<file path="src/rtl/alu_mc_pkg.sv">
// Shared opcode values, FSM state encoding and helpers for the multi-cycle ALU.
package alu_mc_pkg;
  localparam logic [3:0] OP_ADD  = 4'd0;
  localparam logic [3:0] OP_SUB  = 4'd1;
  localparam logic [3:0] OP_MUL  = 4'd2;
  localparam logic [3:0] OP_DIV  = 4'd3;
  localparam logic [3:0] OP_SHL1 = 4'd4;
  localparam logic [3:0] OP_SHR1 = 4'd5;
  localparam logic [3:0] OP_ROL1 = 4'd6;
  localparam logic [3:0] OP_ROR1 = 4'd7;
  localparam logic [3:0] OP_AND  = 4'd8;
  localparam logic [3:0] OP_OR   = 4'd9;
  localparam logic [3:0] OP_XOR  = 4'd10;
  localparam logic [3:0] OP_NOR  = 4'd11;
  localparam logic [3:0] OP_NAND = 4'd12;
  localparam logic [3:0] OP_XNOR = 4'd13;
  localparam logic [3:0] OP_GT   = 4'd14;
  localparam logic [3:0] OP_EQ   = 4'd15;

  typedef enum logic [1:0] {
    S_IDLE = 2'd0,
    S_BUSY = 2'd1,
    S_DONE = 2'd2
  } state_t;

  function automatic logic is_multi(input logic [3:0] sel);
    return (sel == OP_MUL) || (sel == OP_DIV);
  endfunction
endpackage

</file>
<file path="src/rtl/alu_mc_iter_muldiv.sv">
// Iterative shift-add multiplier / restoring divider sharing one hi:lo register pair.
module alu_iter_muldiv #(
  parameter int DATA_WIDTH = 8
) (
  input  logic                  clk,
  input  logic                  reset,
  input  logic                  start,
  input  logic                  mode,       // 0 = MUL, 1 = DIV
  input  logic [DATA_WIDTH-1:0] a,
  input  logic [DATA_WIDTH-1:0] b,
  output logic                  done,
  output logic [DATA_WIDTH-1:0] result,
  output logic                  hi_nonzero,
  output logic                  div0
);
  localparam int W  = DATA_WIDTH;
  localparam int CW = $clog2(DATA_WIDTH + 1);

  logic [W-1:0]  hi, lo, bv, hi_n, lo_n;
  logic [CW-1:0] cnt;
  logic          mode_r, div0_r;
  logic [W:0]    sum, rs, diff;

  always_comb begin
    hi_n = hi;
    lo_n = lo;
    sum  = {1'b0, hi} + (lo[0] ? {1'b0, bv} : '0);
    rs   = {hi, lo[W-1]};
    diff = rs - {1'b0, bv};
    if (!mode_r) begin
      {hi_n, lo_n} = {sum, lo[W-1:1]};
    end else if (!div0_r) begin
      // Remainder < divisor, so a non-negative difference always fits in W bits.
      if (!diff[W]) begin
        hi_n = diff[W-1:0];
        lo_n = {lo[W-2:0], 1'b1};
      end else begin
        hi_n = rs[W-1:0];
        lo_n = {lo[W-2:0], 1'b0};
      end
    end
  end

  always_ff @(posedge clk) begin
    if (reset) begin
      hi     <= '0;
      lo     <= '0;
      bv     <= '0;
      cnt    <= '0;
      mode_r <= 1'b0;
      div0_r <= 1'b0;
    end else if (start) begin
      hi     <= '0;
      lo     <= a;
      bv     <= b;
      mode_r <= mode;
      div0_r <= (b == '0);
      cnt    <= CW'(DATA_WIDTH);
    end else if (cnt != '0) begin
      hi  <= hi_n;
      lo  <= lo_n;
      cnt <= cnt - CW'(1);
    end
  end

  // Results are taken from the final step's next-state so the caller sees them on that edge.
  assign done       = (cnt == CW'(1));
  assign result     = (mode_r && div0_r) ? '1 : lo_n;
  assign hi_nonzero = !mode_r && (hi_n != '0);
  assign div0       = mode_r && div0_r;
endmodule

</file>
<file path="src/rtl/alu_mc.sv">
// Handshaked multi-cycle ALU: single-cycle ops register in one cycle, MUL/DIV iterate.
module alu_mc
  import alu_mc_pkg::*;
#(
  parameter int DATA_WIDTH = 8,
  parameter int SEL_WIDTH  = 4
) (
  input  logic                  clk,
  input  logic                  reset,
  input  logic [DATA_WIDTH-1:0] A,
  input  logic [DATA_WIDTH-1:0] B,
  input  logic [SEL_WIDTH-1:0]  Sel,
  input  logic                  in_valid,
  output logic                  in_ready,
  output logic [DATA_WIDTH-1:0] Out,
  output logic                  CarryOut,
  output logic                  Zero,
  output logic                  Negative,
  output logic                  Overflow,
  output logic                  DivByZero,
  output logic                  out_valid,
  input  logic                  out_ready
);
  localparam int W   = DATA_WIDTH;
  localparam int MSB = DATA_WIDTH - 1;

  state_t       state;
  logic         accept, md_done, md_hi_nz, md_div0;
  logic [W-1:0] md_res, sc_out;
  logic         sc_c, sc_v;
  logic [W:0]   add_w, sub_w;

  assign in_ready  = !reset && ((state == S_IDLE) || ((state == S_DONE) && out_ready));
  assign accept    = in_valid && in_ready;
  assign out_valid = (state == S_DONE);

  assign add_w = {1'b0, A} + {1'b0, B};
  assign sub_w = {1'b0, A} - {1'b0, B};

  always_comb begin
    sc_out = '0;
    sc_c   = 1'b0;
    sc_v   = 1'b0;
    case (Sel)
      OP_ADD: begin
        sc_out = add_w[W-1:0];
        sc_c   = add_w[W];
        sc_v   = (A[MSB] == B[MSB]) && (add_w[MSB] != A[MSB]);
      end
      OP_SUB: begin
        sc_out = sub_w[W-1:0];
        sc_c   = sub_w[W];  // borrow: set iff A < B
        sc_v   = (A[MSB] != B[MSB]) && (sub_w[MSB] != A[MSB]);
      end
      OP_SHL1: begin sc_out = {A[W-2:0], 1'b0};   sc_c = A[MSB]; end
      OP_SHR1: begin sc_out = {1'b0, A[W-1:1]};   sc_c = A[0];   end
      OP_ROL1: begin sc_out = {A[W-2:0], A[MSB]}; sc_c = A[MSB]; end
      OP_ROR1: begin sc_out = {A[0], A[W-1:1]};   sc_c = A[0];   end
      OP_AND:  sc_out = A & B;
      OP_OR:   sc_out = A | B;
      OP_XOR:  sc_out = A ^ B;
      OP_NOR:  sc_out = ~(A | B);
      OP_NAND: sc_out = ~(A & B);
      OP_XNOR: sc_out = ~(A ^ B);
      OP_GT:   sc_out = {{(W-1){1'b0}}, (A > B)};
      OP_EQ:   sc_out = {{(W-1){1'b0}}, (A == B)};
      default: ;
    endcase
  end

  alu_iter_muldiv #(.DATA_WIDTH(DATA_WIDTH)) u_muldiv (
    .clk        (clk),
    .reset      (reset),
    .start      (accept && is_multi(Sel)),
    .mode       (Sel == OP_DIV),
    .a          (A),
    .b          (B),
    .done       (md_done),
    .result     (md_res),
    .hi_nonzero (md_hi_nz),
    .div0       (md_div0)
  );

  always_ff @(posedge clk) begin
    if (reset) begin
      state     <= S_IDLE;
      Out       <= '0;
      CarryOut  <= 1'b0;
      Zero      <= 1'b0;
      Negative  <= 1'b0;
      Overflow  <= 1'b0;
      DivByZero <= 1'b0;
    end else begin
      case (state)
        S_BUSY: begin
          if (md_done) begin
            state     <= S_DONE;
            Out       <= md_res;
            CarryOut  <= md_hi_nz;
            Zero      <= (md_res == '0);
            Negative  <= md_res[MSB];
            Overflow  <= 1'b0;
            DivByZero <= md_div0;
          end
        end
        default: begin
          if (accept) begin
            if (is_multi(Sel)) begin
              state <= S_BUSY;
            end else begin
              state     <= S_DONE;
              Out       <= sc_out;
              CarryOut  <= sc_c;
              Zero      <= (sc_out == '0);
              Negative  <= sc_out[MSB];
              Overflow  <= sc_v;
              DivByZero <= 1'b0;
            end
          end else if ((state == S_DONE) && out_ready) begin
            state <= S_IDLE;
          end
        end
      endcase
    end
  end
endmodule
</file>
<file path="config.mk">
export PLATFORM = sky130hd
export DESIGN_NAME = alu_mc
export DESIGN_NICKNAME = d
export VERILOG_FILES = /design/src/rtl/alu_mc_pkg.sv /design/src/rtl/alu_mc_iter_muldiv.sv /design/src/rtl/alu_mc.sv
export SDC_FILE = /design/constraint.sdc
export NUM_CORES = 1
export LEC_CHECK = 0
export CAP_MARGIN = 10
export CORE_MARGIN = 5
export CORE_UTILIZATION = 45
export CTS_CLUSTER_SIZE = 8
export DETAILED_ROUTE_END_ITERATION = 6
export GPL_ROUTABILITY_DRIVEN = 0
export GPL_TIMING_DRIVEN = 0
export SETUP_SLACK_MARGIN = 0.5
export SYNTH_ARGS = -nofsm -noshare
export SYNTH_HDL_FRONTEND = slang
export SYNTH_SLANG_ARGS = --single-unit
</file>
<file path="constraint.sdc">
create_clock -name clk -period 3.6 [get_ports clk]
set_input_delay 0.72 -clock clk [delete_from_list [all_inputs] [get_ports clk]]
set_output_delay 0.72 -clock clk [all_outputs]
set_load 0.01 [all_outputs]
</file>
==> results by group, run 1 <==
STA
  – Final worst slack: 503.5 ps
  – Final Setup Violations: 0
  – Peak Freq: 0.3229 GHz
  – Max-slew violations: 0
  – Fin Setup TNS: 0 ps
  – Final Cycle Share: 86.01%
  – Worst-Margin Slew: 672.2 ps
  – Worst clock skew: 2.625 ps
  – Normalized max-slew margin: 54.81%
  – Fin crit period: 3097 ps
  – RSZ-0062 raised after global routing: yes
  – Fin. Hold Viols: 0

Clock tree
  – CTS Hold Bufs: 0
  – H-tree depth: 2
  – Reg clk slew, reported paths: 90 ps
  – TritonCTS clock tree: yes
  – Max Root-Sink Buffers: 2
  – Clock root buffer master: clkbuf_8
  – Worst skew pair latency: 300 ps
  – CTS Sinks: 44
  – CTS Buf Count: 5

Final layout
  – Fin area: 5523 µm²
  – Post-Layout Cell Count: 815
  – Layout cells sized above 1: 13.11%
  – Layout area overhead: 17.36%
  – Fillers: 1005
  – Final nets: 749
  – Layout Utilization: 53.74%
  – Ant diodes: 0

Worst setup path
  – Crit path launch: A[0]
  – Crit Path Class: in -> reg
  – Arrival time worst endpoint: 3320 ps
  – R2R depth: 12
  – CP startpoint kind: input pin
  – CP Capture Type: register
  – Critical R2R Launch: u_muldiv.lo[7]
  – Crit-path max FO: 6
  – Crit path required time: 3820 ps

Power
  – Power Internal: 1606 µW
  – Clock power share: 13.9%
  – Leakage: 0.002154 µW
  – Sw Pwr: 1417 µW
  – Pwr dens: 547.4 nW/µm²
  – Combinational share of power: 62.5%
  – Worst VDD drop: 0.3214 mV
  – Net Sw Frac: 46.87%
  – Flop pwr share: 23.6%

Yosys
  – Yosys cell types: 78
  – Top cell type's share of synthesized area: 18.72%
  – Predominant post-synthesis flop cell: dfxtp_1
  – Mapped Cells: 633
  – Post-synth EDFFs: 0
  – Avg Cell Area, Syn: 7.434 µm²
  – Largest area contributor in the netlist: dfxtp_1
  – Netlist Area Pre-Place: 4706 µm²
  – Number of synthesized register bits: 44
  – Register area share after synthesis: 18.72%
  – Synth top area cells: dfxtp_1, ha_1, a21oi_1
  – Synthesized Nets: 704
  – Ys async rst share: 0%
  – Yosys warns: 0

Global route
  – Largest net degree at the start of global routing: 15
  – Global-route wire length before repair: 25030 µm
  – Number of global-route vias before repair: 4686
  – Initial antenna violation count: 0
  – Gr ovfl total: 0
  – GR Util All Layers: 24.23%

Worst hold path
  – Worst hold path class: reg -> reg
  – Min-delay src: Out[2]
  – WHS Path Cells: 2

Detailed routing
  – Antenna Nets Post-Route: 0
  – Initial DRC Count: 557
  – TritonRoute pass-1 iters: 7
  – Routed wire length: 15860 µm
  – Remaining DRCs: 1
  – Vias per cell: 6.204
  – DR vias: 5056
  – DR WL/cell: 19.46 µm

Floorplan
  – Die Wd: 112.3 µm
  – Core Box Area: 10280 µm²
  – Initial Util: 45.79%
  – # IOs: 39
  – Die H: 112.3 µm
  – Area of the die: 12600 µm²
  – Rows: 37

Placed design
  – Area after DPL: 5226 µm²
  – Pre-CTS setup slack: -363.3 ps
  – # port buffers: 35
  – Placed cell count: 804
  – DP HPWL: 12350 µm

Outcome
  – Run status: finished with violations
  – Failing checks: DRC

Run
  – Max-cap violations: 0
## critical path: stages
cell	delay (ps)
clkdlybuf4s15_2	270
inv_1	120
ha_1	190
inv_1	60
fa_1	420
nor2b_1	160
o21a_1	230
o21ai_1	170
a211oi_2	120
mux2_2	300
o221ai_4	210
nand2_1	100
a311oi_1	250
## cell usage after synthesis, drive strengths merged (3+ instances only)
library cell / number
o31ai: 6
a22oi: 4
xnor2: 11
xor2: 11
o211ai: 8
o22ai: 7
buf: 15
a21boi: 4
nor3: 20
o221ai: 14
dfxtp: 44
a32o: 4
nand2b: 7
a21o: 4
clkbuf: 22
nor2b: 10
o21a: 3
a211oi: 12
fa: 4
o2111ai: 4
nor4: 9
and2: 10
a221o: 3
mux2: 4
o21bai: 3
nand4: 5
a21oi: 64
inv: 49
nand3b: 3
nand2: 75
ha: 43
nor2: 49
a31oi: 7
o21ai: 26
a221oi: 5
or3: 8
nand3: 17
mux2i: 8
## metrics by stage
step	hold WS, ps	total power (µW)
finish	460.5	3023
CTS	465.5	2895
global placement	443.5	2383
floorplan	444.7	1958
detailed placement	450.5	2412
global route	487.3	3240
## state kept, by name, indices dropped and copies added (netlist names)
| signal | count |
|---|---|
| Out | 8 |
| u_muldiv.bv | 8 |
| u_muldiv.hi | 8 |
| u_muldiv.lo | 8 |
| u_muldiv.cnt | 4 |
| state | 2 |
| CarryOut | 1 |
| DivByZero | 1 |
| Overflow | 1 |
| Zero | 1 |
| u_muldiv.div0_r | 1 |
| u_muldiv.mode_r | 1 |
## cell families (layout without fill, tap and decap cells)
group / count (synthesis) / in the layout / share of synthesized area (%)
xor gates and xnor gates: 22 / 22 / 4.095
AOI/OAI and AO/OA: 201 / 201 / 29.43
and+or+nand+nor: 221 / 221 / 22.79
muxes: 12 / 12 / 2.659
buffers and inverters: 86 / 132 / 9.173
DFF: 44 / 44 / 18.72
adders and majority gates: 47 / 47 / 13.13
## power by group through the flow
stage,Combinational [µW],Sequential [µW],Clock [µW]
after floorplan,1270,690,0
after global placement,1670,714,0
after detailed placement,1700,717,0
after CTS,1760,707,427
after global routing,2070,723,444
final,1890,713,420
## path summary, 6_finish.rpt
path | slack (ps) | to
max | 500 | Out[6]
min | 460 | Out[2]
max reg2reg | 580 | CarryOut
min reg2reg | 460 | Out[2]
## placed cells by master, fill, tap and decap left out, types with 6 or more instances in the layout
cell type	Yosys	routed
or3_1	6	6
a211oi_1	10	9
mux2i_1	8	8
o211ai_1	8	8
xnor2_1	11	11
nand2b_1	6	6
nand2_1	74	72
o221ai_1	13	11
o21ai_0	22	20
clkdlybuf4s50_1	0	19
nor2_1	49	47
clkbuf_1	17	15
buf_6	7	8
nor3_1	19	18
ha_1	43	38
clkbuf_2	0	8
inv_1	48	47
xor2_1	11	11
nor4_1	9	6
and2_1	10	10
nand3_1	16	15
dfxtp_1	44	44
clkbuf_8	4	10
nor2b_1	10	10
o21ai_1	4	6
a31oi_1	7	7
o22ai_1	7	7
a21oi_1	62	61
## area by class of cell
class / count / area, µm² / share of cell area [%]
repair buffers: 38 / 332.8 / 6.026
clock buffers: 6 / 82.58 / 1.495
plain buffers: 37 / 256.5 / 4.644
well taps: 136 / 170.2 / 3.081
flip-flops and latches: 44 / 880.8 / 15.95
clock inverters: 2 / 38.79 / 0.7023
multi-input cells: 503 / 3577 / 64.77
inverters: 49 / 183.9 / 3.330
## layer usage
| layer | share of wire (%) | global-route usage, % | up-vias |
|---|---|---|---|
| met1 | 46 | 36.21 | 2388 |
| met5 | 0 | 0 | - |
| met2 | 43 | 36.07 | 241 |
| met4 | 1.9 | 5.529 | 0 |
| li1 | - | - | 2393 |
| met3 | 9.3 | 4.367 | 34 |
## what timing repair did
item	4_1_cts	5_1_grt
setup endpoints to repair	8	10
pin swaps	7	7
resized for setup	45	43
buffers inserted	2	1
gates cloned	0	0
Note: power is estimated with default switching activity, not from simulation.
==> run 2: changes to the inputs <==
- clock period: 3.6 -> 3.8 ns (I/O delays scaled with it)
==> run 2 against run 1 <==
Net effect: the flow now finishes without violations; sequential share of layout area is 0.15 points higher; via count fell by 0.34%; cell area down 0.95%; critical path type unchanged; critical path depth down 1; core utilization decreased by 0.51 points; largest cell class unchanged; die area stayed put; cell count is 0.12% higher; hold slack is essentially flat; register-to-register slack barely moved; clock skew grew 3.1 ps.
==> results by group, run 2 (synthesis results as in run 1) <==
Power
  – Worst VDD drop: 0.3032 mV (-5.7%)
  – Total Power: 2806 µW (-7.2%)
  – Net Sw Frac: 46.48% (-0.40 points)
  – Clock power share: 14.1% (+0.2 points)
  – Leakage: 0.002145 µW (-0.42%)
  – Pwr dens: 512.9 nW/µm² (-6.3%)
  – Flop pwr share: 24.0% (+0.4 points)
  – Sw Pwr: 1304 µW (-8.0%)
  – Power Internal: 1502 µW (-6.5%)
  – Combinational share of power: 61.8% (-0.7 points)

Clock tree
  – Clock root buffer master: clkbuf_8
  – CTS Sinks: 44 (unchanged)
  – Worst skew pair latency: 300 ps (about the same)
  – TritonCTS clock tree: yes
  – CTS Buf Count: 5 (unchanged)
  – Reg clk slew, reported paths: 90 ps (about the same)
  – H-tree depth: 2 (unchanged)
  – CTS Hold Bufs: 0 (unchanged)
  – Max Root-Sink Buffers: 2 (unchanged)

Floorplan
  – Initial Util: 45.79% (unchanged)
  – Area of the die: 12600 µm² (unchanged)
  – Core Box Area: 10280 µm² (unchanged)
  – # IOs: 39 (unchanged)
  – Rows: 37 (unchanged)
  – Die Wd: 112.3 µm (unchanged)
  – Die H: 112.3 µm (unchanged)

Worst setup path
  – CP startpoint kind: input pin
  – Crit path required time: 4000 ps (+180 ps)
  – CP Capture Type: register
  – R2R depth: 12 (unchanged)
  – Crit Path Class: in -> reg
  – Arrival time worst endpoint: 3450 ps (+130 ps)
  – Crit-path max FO: 5 (-1)

Global route
  – Initial antenna violation count: 0 (unchanged)
  – Number of global-route vias before repair: 4695 (+0.19%)
  – Gr ovfl total: 0 (unchanged)
  – GR Util All Layers: 24.11% (-0.11 points)
  – Largest net degree at the start of global routing: 15 (unchanged)
  – Global-route wire length before repair: 24920 µm (-0.47%)

STA
  – Max-slew violations: 0 (unchanged)
  – Normalized max-slew margin: 26.41% (-28 points)
  – Final worst slack: 550.2 ps (+46.78 ps)
  – Fin. Hold Viols: 0 (unchanged)
  – Peak Freq: 0.3077 GHz
  – RSZ-0062 raised after global routing: yes
  – Fin crit period: 3250 ps
  – Worst clock skew: 5.754 ps (+3.129 ps)
  – Worst-Margin Slew: 1094 ps (+421.6 ps)
  – Final Cycle Share: 85.52%
  – Final Setup Violations: 0 (unchanged)

Detailed routing
  – Initial DRC Count: 494 (-11%)
  – TritonRoute pass-1 iters: 5 (-2)
  – DR WL/cell: 19.23 µm (-1.2%)
  – Routed wire length: 15690 µm (-1.1%)
  – Vias per cell: 6.175 (-0.46%)
  – Remaining DRCs: 0 (-1)
  – Antenna Nets Post-Route: 0 (unchanged)
  – DR vias: 5039 (-0.34%)

Run
  – Max-cap violations: 0 (unchanged)

Worst hold path
  – Worst hold path class: reg -> reg
  – WHS Path Cells: 2 (unchanged)

Final layout
  – Layout area overhead: 16.25%
  – Most common cell after layout, fill and taps aside: nand2_1
  – Post-Layout Cell Count: 816 (+0.12%)
  – Final nets: 750 (+0.13%)
  – Layout cells sized above 1: 10.88% (-2.2 points)
  – Ant diodes: 0 (unchanged)
  – Most frequent cells in the layout: nand2_1, a21oi_1, inv_1, nor2_1, dfxtp_1

Placed design
  – Placed cell count: 804 (unchanged)
  – DP HPWL: 12350 µm (unchanged)
  – # port buffers: 35 (unchanged)
  – Pre-CTS setup slack: -203.3 ps (+160.0 ps)

Outcome
  – Run status: finished, final reports clean
-- run 2: layer usage --
metal / part of all wire, % / global-route usage (%) / vias to the layer above
li1: - / - / 2395
met1: 46 / 35.98 / 2366
met2: 43 / 35.84 / 256
met3: 9.4 / 4.420 / 22
met4: 1.6 / 5.689 / 0
met5: 0 / 0 / -
-- run 2: power groups by stage --
stage,Sequential (µW),Combinational (µW),Clock (µW)
6_report,674,1740,397
5_1_grt,684,1910,421
4_1_cts,670,1640,404
3_5_place_dp,679,1610,0
3_3_place_gp,677,1580,0
2_1_floorplan,654,1200,0
-- run 2: worst paths after layout --
| path | startpoint | endpoint | slack [ps] |
|---|---|---|---|
| setup / recovery | B[0] | Zero | 550 |
| hold / removal | Out[2] | Out[2] | 460 |
| setup reg to reg | u_muldiv.lo[7] | CarryOut | 590 |
| hold reg to reg | Out[2] | Out[2] | 460 |
-- run 2: worst max-delay path, stage by stage --
cell and delay (ps):
dlygate4sd2_1 350, ha_1 240, inv_1 60, fa_1 410
nor2b_1 150, o21a_1 210, nor2_2 240, a211o_1 190
mux2i_1 70, o21ai_0 430, nor3_1 110, a41o_1 230
-- run 2: layout make-up --
| type | count | area [µm²] |
|---|---|---|
| timing repair buffer | 39 | 367.9 |
| tap | 136 | 170.2 |
| multi-input combinational | 503 | 3496 |
| clock buffer | 6 | 82.58 |
| buffer | 37 | 250.2 |
| fill | 1024 | 4807 |
| inverter | 49 | 183.9 |
| clock inverter | 2 | 38.79 |
| sequential | 44 | 880.8 |
-- run 2: stage by stage --
| stage | utilization (%) | TNS (ps) | hold WS (ps) | area, µm² |
|---|---|---|---|---|
| finish | 53.23 | 0 | 460.7 | 5470 |
| global route | 53.23 | 0 | 487.3 | 5470 |
| floorplan | - | 0 | 444.7 | 4706 |
| global placement | 50.85 | -657.3 | 443.5 | 5226 |
| detailed placement | 50.85 | -601.1 | 450.5 | 5226 |
| CTS | 52.62 | 0 | 465.5 | 5408 |
-- run 2: what timing repair did --
| action | 4_1_cts | 5_1_grt |
|---|---|---|
| setup buffers | 1 | 3 |
| resized for setup | 30 | 20 |
| endpoints found under the setup margin | 8 | 5 |
| pin swaps | 1 | 6 |
